File: src/rtl/mdu_pkg.sv
// Shared definitions for the multiply/divide unit: FSM states, op-field bit
// positions, iteration count and two's-complement helpers.
package mdu_pkg;

    localparam int unsigned XLEN  = 32;
    localparam int unsigned ITER  = 32;
    localparam int unsigned CNT_W = 5;

    localparam logic [CNT_W-1:0] LAST_CNT = CNT_W'(ITER - 1);

    // Bit positions inside the decoder's op fields
    localparam int unsigned MULT_S = 0;
    localparam int unsigned MULT_U = 1;
    localparam int unsigned DIV_S  = 0;
    localparam int unsigned DIV_U  = 1;
    localparam int unsigned MFLO   = 0;
    localparam int unsigned MFHI   = 1;
    localparam int unsigned MTLO   = 0;
    localparam int unsigned MTHI   = 1;

    typedef enum logic [1:0] {
        IDLE    = 2'd0,
        DIV_RUN = 2'd1,
        DIV_FIX = 2'd2,
        MUL_RUN = 2'd3
    } mdu_state_e;

    typedef enum logic [1:0] {
        OP_NONE = 2'd0,
        OP_DIV  = 2'd1,
        OP_MUL  = 2'd2,
        OP_MT   = 2'd3
    } mdu_op_e;

    function automatic logic [XLEN-1:0] neg32_if(input logic neg, input logic [XLEN-1:0] v);
        logic [XLEN-1:0] r;
        if (neg) begin
            r = ~v + 32'd1;
        end else begin
            r = v;
        end
        return r;
    endfunction

    function automatic logic [2*XLEN-1:0] neg64_if(input logic neg, input logic [2*XLEN-1:0] v);
        logic [2*XLEN-1:0] r;
        if (neg) begin
            r = ~v + 64'd1;
        end else begin
            r = v;
        end
        return r;
    endfunction

endpackage

File: src/rtl/mdu_div_core.sv
// Iterative magnitude engine: restoring divide and radix-2 shift-add multiply
// sharing one 64-bit accumulator and the 5-bit iteration counter.
module mdu_div_core
    import mdu_pkg::*;
(
    input  logic            clk,
    input  logic            reset,
    input  logic            clr,
    input  logic            start,
    input  logic            start_mul,
    input  logic            start_signed,
    input  logic [XLEN-1:0] op_a,
    input  logic [XLEN-1:0] op_b,
    input  logic            step,
    output logic            last,
    output logic [XLEN-1:0] div_hi,
    output logic [XLEN-1:0] div_lo,
    output logic [XLEN-1:0] mul_hi,
    output logic [XLEN-1:0] mul_lo
);

    logic [XLEN-1:0]  acc_hi_q, acc_hi_d;
    logic [XLEN-1:0]  acc_lo_q, acc_lo_d;
    logic [XLEN-1:0]  dvs_q, dvs_d;
    logic [XLEN-1:0]  a_raw_q, a_raw_d;
    logic [CNT_W-1:0] count_q, count_d;
    logic             mul_q, mul_d;
    logic             quo_neg_q, quo_neg_d;
    logic             rem_neg_q, rem_neg_d;
    logic             dvz_q, dvz_d;

    logic             a_neg_s, b_neg_s;
    logic [XLEN-1:0]  a_mag_s, b_mag_s;
    logic [XLEN:0]    div_shift_s, div_diff_s, mul_sum_s;
    logic [XLEN-1:0]  div_hi_step_s, div_lo_step_s;
    logic [XLEN-1:0]  mul_hi_step_s, mul_lo_step_s;
    logic [2*XLEN-1:0] mul_prod_s, mul_fix_s;

    // One restoring-divide step and one shift-add step, selected later by mode
    always_comb begin
        a_neg_s = start_signed & op_a[XLEN-1];
        b_neg_s = start_signed & op_b[XLEN-1];
        a_mag_s = neg32_if(a_neg_s, op_a);
        b_mag_s = neg32_if(b_neg_s, op_b);

        div_shift_s = {acc_hi_q, acc_lo_q[XLEN-1]};
        div_diff_s  = div_shift_s - {1'b0, dvs_q};
        if (div_diff_s[XLEN]) begin
            div_hi_step_s = div_shift_s[XLEN-1:0];
        end else begin
            div_hi_step_s = div_diff_s[XLEN-1:0];
        end
        div_lo_step_s = {acc_lo_q[XLEN-2:0], ~div_diff_s[XLEN]};

        if (acc_lo_q[0]) begin
            mul_sum_s = {1'b0, acc_hi_q} + {1'b0, dvs_q};
        end else begin
            mul_sum_s = {1'b0, acc_hi_q};
        end
        mul_hi_step_s = mul_sum_s[XLEN:1];
        mul_lo_step_s = {mul_sum_s[0], acc_lo_q[XLEN-1:1]};
    end

    // Next-state: abort, load magnitudes on start, or iterate
    always_comb begin
        acc_hi_d  = acc_hi_q;
        acc_lo_d  = acc_lo_q;
        dvs_d     = dvs_q;
        a_raw_d   = a_raw_q;
        count_d   = count_q;
        mul_d     = mul_q;
        quo_neg_d = quo_neg_q;
        rem_neg_d = rem_neg_q;
        dvz_d     = dvz_q;
        if (clr) begin
            count_d = 5'd0;
        end else if (start) begin
            count_d   = 5'd0;
            mul_d     = start_mul;
            acc_hi_d  = 32'd0;
            quo_neg_d = a_neg_s ^ b_neg_s;
            rem_neg_d = a_neg_s;
            a_raw_d   = op_a;
            dvz_d     = (op_b == 32'd0);
            if (start_mul) begin
                acc_lo_d = b_mag_s;
                dvs_d    = a_mag_s;
            end else begin
                acc_lo_d = a_mag_s;
                dvs_d    = b_mag_s;
            end
        end else if (step) begin
            count_d = count_q + 5'd1;
            if (mul_q) begin
                acc_hi_d = mul_hi_step_s;
                acc_lo_d = mul_lo_step_s;
            end else begin
                acc_hi_d = div_hi_step_s;
                acc_lo_d = div_lo_step_s;
            end
        end else begin
            count_d = count_q;
        end
    end

    // Engine registers
    always_ff @(posedge clk) begin
        if (reset) begin
            acc_hi_q  <= 32'd0;
            acc_lo_q  <= 32'd0;
            dvs_q     <= 32'd0;
            a_raw_q   <= 32'd0;
            count_q   <= 5'd0;
            mul_q     <= 1'b0;
            quo_neg_q <= 1'b0;
            rem_neg_q <= 1'b0;
            dvz_q     <= 1'b0;
        end else begin
            acc_hi_q  <= acc_hi_d;
            acc_lo_q  <= acc_lo_d;
            dvs_q     <= dvs_d;
            a_raw_q   <= a_raw_d;
            count_q   <= count_d;
            mul_q     <= mul_d;
            quo_neg_q <= quo_neg_d;
            rem_neg_q <= rem_neg_d;
            dvz_q     <= dvz_d;
        end
    end

    // Sign fix; the multiply result is taken from the final step so HI/LO can
    // be written on the same edge that would retire the last iteration.
    always_comb begin
        last = (count_q == LAST_CNT);
        if (dvz_q) begin
            div_lo = 32'hFFFF_FFFF;
            div_hi = a_raw_q;
        end else begin
            div_lo = neg32_if(quo_neg_q, acc_lo_q);
            div_hi = neg32_if(rem_neg_q, acc_hi_q);
        end
        mul_prod_s = {mul_sum_s, acc_lo_q[XLEN-1:1]};
        mul_fix_s  = neg64_if(quo_neg_q, mul_prod_s);
        mul_hi     = mul_fix_s[2*XLEN-1:XLEN];
        mul_lo     = mul_fix_s[XLEN-1:0];
    end

endmodule

File: src/rtl/mdu_hilo.sv
// Multiply/divide unit with architectural HI/LO, FSM and pipeline stall.
// Build option: MDU_FAST_MUL_EN selects a single-cycle array multiplier.
module mdu_hilo
    import mdu_pkg::*;
(
    input  logic            clk,
    input  logic            reset,
    input  logic            in_valid,
    input  logic            flush,
    input  logic [1:0]      MULT,
    input  logic [1:0]      DIV,
    input  logic [1:0]      MFHL,
    input  logic [1:0]      MTHL,
    input  logic [XLEN-1:0] src_a,
    input  logic [XLEN-1:0] src_b,
    output logic [XLEN-1:0] hl_rdata,
    output logic            mdu_stall,
    output logic            busy,
    output logic [XLEN-1:0] hi,
    output logic [XLEN-1:0] lo
);

    mdu_state_e      state_q, state_d;
    logic [XLEN-1:0] hi_q, hi_d;
    logic [XLEN-1:0] lo_q, lo_d;

    mdu_op_e         op_kind_s;
    logic            op_signed_s;
    logic            accept_s;
    logic            div_start_s;
    logic            mul_start_s;
    logic            core_step_s;
    logic            core_last_s;
    logic [XLEN-1:0] div_hi_s, div_lo_s, mul_hi_s, mul_lo_s;

    // Illegal multi-field ops resolve DIV > MULT > MTHL; bit 0 wins inside a field
    always_comb begin
        if (|DIV) begin
            op_kind_s   = OP_DIV;
            op_signed_s = DIV[DIV_S];
        end else if (|MULT) begin
            op_kind_s   = OP_MUL;
            op_signed_s = MULT[MULT_S];
        end else if (|MTHL) begin
            op_kind_s   = OP_MT;
            op_signed_s = 1'b0;
        end else begin
            op_kind_s   = OP_NONE;
            op_signed_s = 1'b0;
        end
        accept_s = in_valid & ~flush & (state_q == IDLE);
    end

`ifdef MDU_FAST_MUL_EN
    logic [2*XLEN-1:0] fast_prod_s;

    // Single-cycle array product
    always_comb begin
        if (MULT[MULT_S]) begin
            fast_prod_s = $signed({{XLEN{src_a[XLEN-1]}}, src_a}) * $signed({{XLEN{src_b[XLEN-1]}}, src_b});
        end else begin
            fast_prod_s = {32'd0, src_a} * {32'd0, src_b};
        end
    end
`endif

    // FSM next state and HI/LO write selection
    always_comb begin
        state_d     = state_q;
        hi_d        = hi_q;
        lo_d        = lo_q;
        div_start_s = 1'b0;
        mul_start_s = 1'b0;
        if (flush) begin
            state_d = IDLE;
        end else begin
            case (state_q)
                IDLE: begin
                    if (accept_s) begin
                        case (op_kind_s)
                            OP_DIV: begin
                                div_start_s = 1'b1;
                                state_d     = DIV_RUN;
                            end
                            OP_MUL: begin
`ifdef MDU_FAST_MUL_EN
                                hi_d = fast_prod_s[2*XLEN-1:XLEN];
                                lo_d = fast_prod_s[XLEN-1:0];
`else
                                mul_start_s = 1'b1;
                                state_d     = MUL_RUN;
`endif
                            end
                            OP_MT: begin
                                if (MTHL[MTLO]) begin
                                    lo_d = src_a;
                                end else begin
                                    hi_d = src_a;
                                end
                            end
                            default: state_d = IDLE;
                        endcase
                    end else begin
                        state_d = IDLE;
                    end
                end
                DIV_RUN: begin
                    if (core_last_s) begin
                        state_d = DIV_FIX;
                    end else begin
                        state_d = DIV_RUN;
                    end
                end
                DIV_FIX: begin
                    hi_d    = div_hi_s;
                    lo_d    = div_lo_s;
                    state_d = IDLE;
                end
`ifndef MDU_FAST_MUL_EN
                MUL_RUN: begin
                    if (core_last_s) begin
                        hi_d    = mul_hi_s;
                        lo_d    = mul_lo_s;
                        state_d = IDLE;
                    end else begin
                        state_d = MUL_RUN;
                    end
                end
`endif
                default: state_d = IDLE;
            endcase
        end
        core_step_s = (state_q == DIV_RUN) | (state_q == MUL_RUN);
    end

    // State and architectural registers
    always_ff @(posedge clk) begin
        if (reset) begin
            state_q <= IDLE;
            hi_q    <= 32'd0;
            lo_q    <= 32'd0;
        end else begin
            state_q <= state_d;
            hi_q    <= hi_d;
            lo_q    <= lo_d;
        end
    end

    mdu_div_core u_core (
        .clk          (clk),
        .reset        (reset),
        .clr          (flush),
        .start        (div_start_s | mul_start_s),
        .start_mul    (mul_start_s),
        .start_signed (op_signed_s),
        .op_a         (src_a),
        .op_b         (src_b),
        .step         (core_step_s),
        .last         (core_last_s),
        .div_hi       (div_hi_s),
        .div_lo       (div_lo_s),
        .mul_hi       (mul_hi_s),
        .mul_lo       (mul_lo_s)
    );

    // Read port, stall and debug outputs
    always_comb begin
        if (MFHL[MFHI]) begin
            hl_rdata = hi_q;
        end else if (MFHL[MFLO]) begin
            hl_rdata = lo_q;
        end else begin
            hl_rdata = 32'd0;
        end
        busy      = (state_q != IDLE);
        mdu_stall = in_valid & ~flush & busy & (|{MULT, DIV, MFHL, MTHL});
        hi        = hi_q;
        lo        = lo_q;
    end

endmodule

File: config.mk
export PLATFORM = sky130hd
export DESIGN_NAME = mdu_hilo
export DESIGN_NICKNAME = d
export VERILOG_FILES = /design/src/rtl/mdu_pkg.sv /design/src/rtl/mdu_div_core.sv /design/src/rtl/mdu_hilo.sv
export SDC_FILE = /design/constraint.sdc
export NUM_CORES = 1
export LEC_CHECK = 0
export ABC_AREA = 1
export CORE_MARGIN = 3
export CORE_UTILIZATION = 35
export DETAILED_ROUTE_END_ITERATION = 8
export GPL_TIMING_DRIVEN = 0
export PLACE_DENSITY = 0.61
export SLEW_MARGIN = 20
export SYNTH_ARGS = -nofsm -noshare
export SYNTH_HDL_FRONTEND = slang
export SYNTH_SLANG_ARGS = --single-unit
export TNS_END_PERCENT = 30
File: constraint.sdc
create_clock -name clk -period 3.4 [get_ports clk]
set_clock_uncertainty 0.1 [all_clocks]
set_input_delay 0.34 -clock clk [delete_from_list [all_inputs] [get_ports clk]]
set_output_delay 0.34 -clock clk [all_outputs]
set_load 0.02 [all_outputs]
==> results of run 1 <==
## layer usage
metal / GRT usage / vias up / part of all wire
met5: 0 / - / 0.00011
met4: 0.152 / 2 / 0.048
li1: - / 12233 / -
met3: 0.0928 / 266 / 0.12
met2: 0.559 / 1567 / 0.42
met1: 0.504 / 12400 / 0.41
## logic make-up after synthesis
kind of cell    share of synthesized area
flops                               0.198
buf+inv                             0.120
fa+ha+maj                          0.0453
compound gates                      0.216
simple gates                        0.389
xor+xnor                           0.0308
## cells in the mapped netlist (19+ instances only)
cell	n	area, sq um
nand2_1	884	3320
inv_1	432	1620
nand3_1	336	1680
nor2_1	309	1160
a21oi_1	285	1430
o21ai_0	282	1410
dfxtp_1	203	4060
clkbuf_1	127	477
ha_1	71	888
xor2_1	59	517
nor3_1	53	265
o211ai_1	49	368
nand4_1	44	275
o22ai_1	34	213
or2_2	33	206
nor2_2	32	200
a31oi_1	30	188
inv_2	29	109
nand2_2	22	138
buf_2	19	95.1
## tightest hold or removal path, delay by kind of cell (launching register included)
family,cells,cell delay (ns)
and+or+nand+nor,1,0.06
DFF,1,0.31
AOI/OAI and AO/OA,1,0.05
## worst max-delay path by stage
stage                                  start                  end  slack [ns]  cells past startpoint
final                                 DIV[1]  u_core.acc_lo_q[28]        0.02                     11
after global routing      u_core.acc_hi_q[7]               hi[31]       -0.04                     20
after CTS                 u_core.acc_hi_q[0]               hi[31]       -0.02                     20
after detailed placement          state_q[1]               lo[26]       -0.84                      8
after global placement            state_q[1]               lo[26]       -0.81                      8
after floorplan           u_core.acc_hi_q[0]               hi[31]        0.56                     20
## state kept, by name, summed over array words and instances (netlist names)
signal            count
u_core.rem_neg_q      1
u_core.acc_lo_q      32
hi                   32
u_core.dvz_q          1
u_core.quo_neg_q      1
u_core.dvs_q         32
u_core.count_q        5
u_core.acc_hi_q      32
u_core.mul_q          1
u_core.a_raw_q       32
lo                   32
state_q               2
## power by group
part,internal [mW],switching [mW],total (mW)
clock network,1.75,1.28,3.02
registers,2.47,0.141,2.61
logic,0.791,1.86,2.65
total,5.01,3.27,8.28
## layout by cell type, fill, tap and decap left out, drive strengths merged, types with 71 or more instances in the layout
| cell type | n |
|---|---|
| clkdlybuf4s50 | 171 |
| nor2 | 351 |
| nand2 | 908 |
| dfxtp | 203 |
| ha | 71 |
| o21ai | 302 |
| a21oi | 286 |
| nand3 | 354 |
| inv | 461 |
| clkbuf | 156 |
## stage by stage
| stage | std cells | utilization | power (mW) | hold slack, ns | setup TNS, ns |
|---|---|---|---|---|---|
| final | 4562 | 0.425 | 8.28 | 0.371 | 0 |
| after global routing | 4558 | 0.425 | 8.54 | 0.401 | -0.0484 |
| after CTS | 4546 | 0.418 | 8.09 | 0.376 | -0.0160 |
| after detailed placement | 4498 | 0.401 | 5.09 | 0.368 | -37.69 |
| after global placement | 4498 | 0.401 | 5.10 | 0.358 | -34.22 |
| after floorplan | 3562 | - | 4.09 | 0.344 | 0 |
## timing repair
item | CTS | global route
setup endpoints to repair | 78 | 88
pin swaps | 2 | 16
hold endpoints to repair | 0 | 0
setup buffers | 2 | 12
gates resized for setup | 20 | 111
## cell type report
| class | count | area [sq um] | share of cell area |
|---|---|---|---|
| inverter | 469 | 1770 | 0.0721 |
| antenna | 4 | 10.0 | 0.000408 |
| clock buffer | 31 | 721 | 0.0293 |
| multi-input combinational | 2724 | 14300 | 0.581 |
| tap | 765 | 957 | 0.0390 |
| timing repair buffer | 185 | 1810 | 0.0739 |
| clock inverter | 16 | 186 | 0.00759 |
| buffer | 165 | 717 | 0.0292 |
| sequential | 203 | 4120 | 0.168 |
==> flow_summary.toml, run 1 <==
[status]
status = "finished clean"

[timing]
maxSlewHeadroom = 0.244
tightest_slew_ns = 1.13
setup_viol = 0
finalCritPeriodShare = 0.994
slew_violations = 0
max_freq_ghz = 0.296
period_needed_ns = 3.38
hold_viol_final = 0
rsz0062_at_grt = "true"
fin_ws_ns = 0.0199

[setup_path]
reg2reg_from = "u_core.acc_hi_q[0]"
critPathMaxStageDelay_ns = 0.61
cp_top_family = "buffers and inverters"
path_max_fanout = 10
critPathBufInv = 5
arrival_ns = 3.71
worstSetupEndpointType = "flop"
crit_type = "in2reg"
rr_worst_depth = 20
reg2reg_to = "hi[31]"
crit_required_ns = 3.73
cp_common_cell = "inv_1"
cp-start-kind = "input pin"
crit_path_top_delay_cell = "a21oi_1"
r2r_slack_ns = 0.04
crit_chain = "clkdlybuf4s50_1 -> inv_1 -> a21oi_1 -> nor2_1 -> inv_1 -> clkbuf_1 -> o21ai_0 -> xor2_1 -> inv_1 -> o211ai_1 -> a21oi_1"

[hold_path]
whs_endpoint = "u_core.count_q[4]"
hold_path.class = "reg2reg"
hold_depth = 2
min_from = "u_core.count_q[4]"

[floorplan]
die_height_microns = 248
ios = 174
die_x_microns = 248
fp-row-count = 88
start_util = 0.355
coreArea_sq_mm = 0.0578
dieArea_sq_mm = 0.0615

[clock_tree]
cts_hold_buffers = 0
clk_pin_slew_ns = 0.06
clock_latency_ns = 0.58
clock_path_buffers = 3
cts_htree_levels = 1
cts-root-buf = "clkbuf_16"
numCtsBuffers = 26
clock_sinks = 203
cts_tree = "done"

[logic_synthesis]
ys_types = 65
synth_seq_cells = 203
yosysWarnings = 0
synth_fp_nets = 3711
avgSynthCellArea_sq_um = 5.75
seq_area_frac_synth = 0.198
postSynthCellCount = 3562
synth_edf_count = 0
syn_area_sq_mm = 0.0205
synth_ff_type = "dfxtp_1"
ys_async_sr_fraction = 0

[detailed_routing]
first_pass_iters = 7
drt_iter0_drc = 3563
final_antenna_net_count = 0
viasPerCell = 5.80
via_count = 26468
route.detailed.drc = 0
wirelength_microns = 118000
wl_per_cell_microns = 25.9

[place]
routabilityCongestion = 1.08
dpl.hpwl_microns = 97400
portBuffers = 171
dpl_worst_slack_ns = -0.845
place_area_sq_mm = 0.0232

[final_layout]
area_delta_synth_final_pct = 19.8
drive_gt1_frac = 0.0970
design_area_sq_mm = 0.0246
n_fill_cell = 6462
finalNetCount = 3923

[power_and_ir_drop]
leakagePower_nw = 11.0
ir_drop_mv = 0.399
p_per_area_mw_per_mm2 = 337

[global_route]
overflow = 0
grt_pass1_wl_microns = 166000
grt_usage = 0.371
antenna_found_initial = 4
grt_max_degree = 14
grt_pass1_vias = 24010

[flow_run]
maxCapViolations = 0
(Power assumes the default switching activity.)
==> inputs of run 2 (changes only) <==
--- a/config.mk
+++ b/config.mk
@@ -10,6 +10,7 @@
 export CORE_UTILIZATION = 35
 export DETAILED_ROUTE_END_ITERATION = 8
 export GPL_TIMING_DRIVEN = 0
+export MAX_ROUTING_LAYER = met4
 export PLACE_DENSITY = 0.61
 export SLEW_MARGIN = 20
 export SYNTH_ARGS = -nofsm -noshare
==> run 2 against run 1 <==
Effect of this change: setup slack got worse by 0.0099 ns; global-route usage increased by 0.61 points; first-iteration DRC count increased by 6.2%; non-clock buffer count decreased by 5; maximum frequency decreased by 0.29%; largest power group unchanged; worst hold slack improved by 0.0011 ns; largest cell class unchanged; highest routed layer is now met4; sequential power about the same; sequential cell count unchanged; critical endpoint is now hi[24]; sequential share of layout area increased by 0.057 points; via count increased by 0.41%; combinational power about the same.
==> flow_summary.toml, run 2 (synthesized netlist as in run 1, its figures left out) <==
[detailed_routing]
wl_per_cell_microns = 25.8
wl_met3_microns = 13400
wl_met1_microns = 49400
top_layer = "met4"
drt_iter0_drc = 3784
viasPerCell = 5.83
first_pass_iters = 6
final_antenna_net_count = 0
wirelength_microns = 118000
route.detailed.drc = 0
route.met2.wl_microns = 48700
via_count = 26577

[timing]
max_freq_ghz = 0.295
worst_hold_slack_ns = 0.372
hold_viol_final = 0
period_needed_ns = 3.39
slew_violations = 0
maxSlewHeadroom = 0.141
tightest_slew_ns = 1.29
setup_viol = 0
finalCritPeriodShare = 0.997
tns_ns = 0

[hold_path]
hold_depth = 2
hold_path.class = "reg2reg"
min_from = "u_core.count_q[4]"
whs_endpoint = "u_core.count_q[4]"

[flow_run]
maxCapViolations = 0

[setup_path]
cp_common_cell = "nand2_1"
path_max_fanout = 6
reg2reg_from = "u_core.acc_lo_q[2]"
reg2reg_to = "hi[24]"
arrival_ns = 3.80
cp-start-kind = "flop"
crit_chain = "inv_1 -> ha_1 -> nand2_1 -> nor2_2 -> nand2_1 -> nor2_1 -> nand4_1 -> nor3_2 -> nand4_1 -> nand2_1 -> nand2_1 -> nand2_1 -> nand3_1 -> a21oi_1"
crit_required_ns = 3.81
crit_path_top_delay_cell = "nor3_2"
rr_worst_depth = 14
critPathMaxStageDelay_ns = 0.42
r2r_slack_ns = 0.01
crit_type = "reg2reg"
worstSetupEndpointType = "flop"

[clock_tree]
cts_htree_levels = 1
clk_pin_slew_ns = 0.06
cts_tree = "done"
numCtsBuffers = 26
clock_latency_ns = 0.59
clock_sinks = 203
clock_path_buffers = 3
cts-root-buf = "clkbuf_16"

[floorplan]
coreArea_sq_mm = 0.0578
ios = 174
start_util = 0.355
die_height_microns = 248
die_x_microns = 248
fp-row-count = 88
dieArea_sq_mm = 0.0615

[final_layout]
final_cells = 4555
mostFrequentLayoutCell = "nand2_1"
multi_input_area_sq_mm = 0.0143
ff_latch_area_sq_mm = 0.00412
area_delta_synth_final_pct = 19.6
final_cell_mix = "866 x nand2_1, 430 x inv_1, 332 x nand3_1, 301 x nor2_1, 283 x a21oi_1"
n_fill_cell = 6453
finalNetCount = 3918
drive_gt1_frac = 0.0948

[power_and_ir_drop]
power_mw = 8.25
leakagePower_nw = 10.9
p_per_area_mw_per_mm2 = 337
ir_drop_mv = 0.385

[global_route]
grt_pass1_vias = 23664
grt_usage = 0.377
grt_max_degree = 14
overflow = 0
grt_pass1_wl_microns = 163000
antenna_found_initial = 4

[place]
dpl.hpwl_microns = 96800
dp.cells = 4498
routabilityCongestion = 1.07
portBuffers = 171

[status]
status = "finished clean"
run 2: worst max-delay path by stage:
stage | startpoint | to | slack [ns] | cells past startpoint
floorplan | u_core.acc_hi_q[0] | hi[31] | 0.56 | 20
global placement | state_q[1] | lo[26] | -0.82 | 8
detailed placement | state_q[1] | lo[26] | -0.74 | 8
CTS | u_core.acc_lo_q[0] | lo[25] | -0.15 | 9
global route | u_core.acc_hi_q[5] | hi[31] | -0.01 | 21
finish | u_core.acc_lo_q[2] | hi[24] | 0.01 | 14
run 2: metrics by stage:
step	utilization	setup WS, ns	instance area (sq um)
finish	0.424	0.0100	24500
global route	0.424	-0.0144	24500
CTS	0.418	-0.151	24200
detailed placement	0.401	-0.742	23200
global placement	0.401	-0.825	23200
floorplan	-	0.560	20500
run 2: area by class of cell:
class,count,area share
antenna,2,0.000204
sequential,203,0.168
clock inverter,16,0.00802
timing repair buffer,180,0.0726
inverter,469,0.0725
tap,765,0.0391
clock buffer,31,0.0290
buffer,165,0.0288
multi-input combinational,2724,0.582
run 2: power by group:
group | total, mW | switching, mW | internal [mW] | leakage (nW)
clock network | 3.00 | 1.27 | 1.73 | 0.438
registers | 2.61 | 0.143 | 2.47 | 1.67
logic | 2.63 | 1.86 | 0.771 | 8.84
total | 8.25 | 3.28 | 4.97 | 10.9
run 2: critical path, delay by kind of cell, from the launching register on:
kind / cells / cell delay [ns]
flip-flops: 1 / 0.34
AND/OR/NAND/NOR: 11 / 2.27
AO/OA/AOI/OAI: 1 / 0.15
adder cells (fa/ha/maj): 1 / 0.25
buffers and inverters: 1 / 0.19
run 2: repair_timing:
| action | in CTS | in global routing |
|---|---|---|
| pin swaps | 4 | 13 |
| gates resized for setup | 25 | 102 |
| buffers inserted | 3 | 6 |
| endpoints found under the setup margin | 79 | 48 |
| cloned | 0 | 0 |
| hold buffers | 0 | 0 |
run 2: per-layer routing:
layer / GRT usage / vias to the layer above
li1: - / 12219
met1: 0.507 / 12442
met2: 0.544 / 1620
met3: 0.0845 / 296
met4: 0.153 / 0
met5: - / -
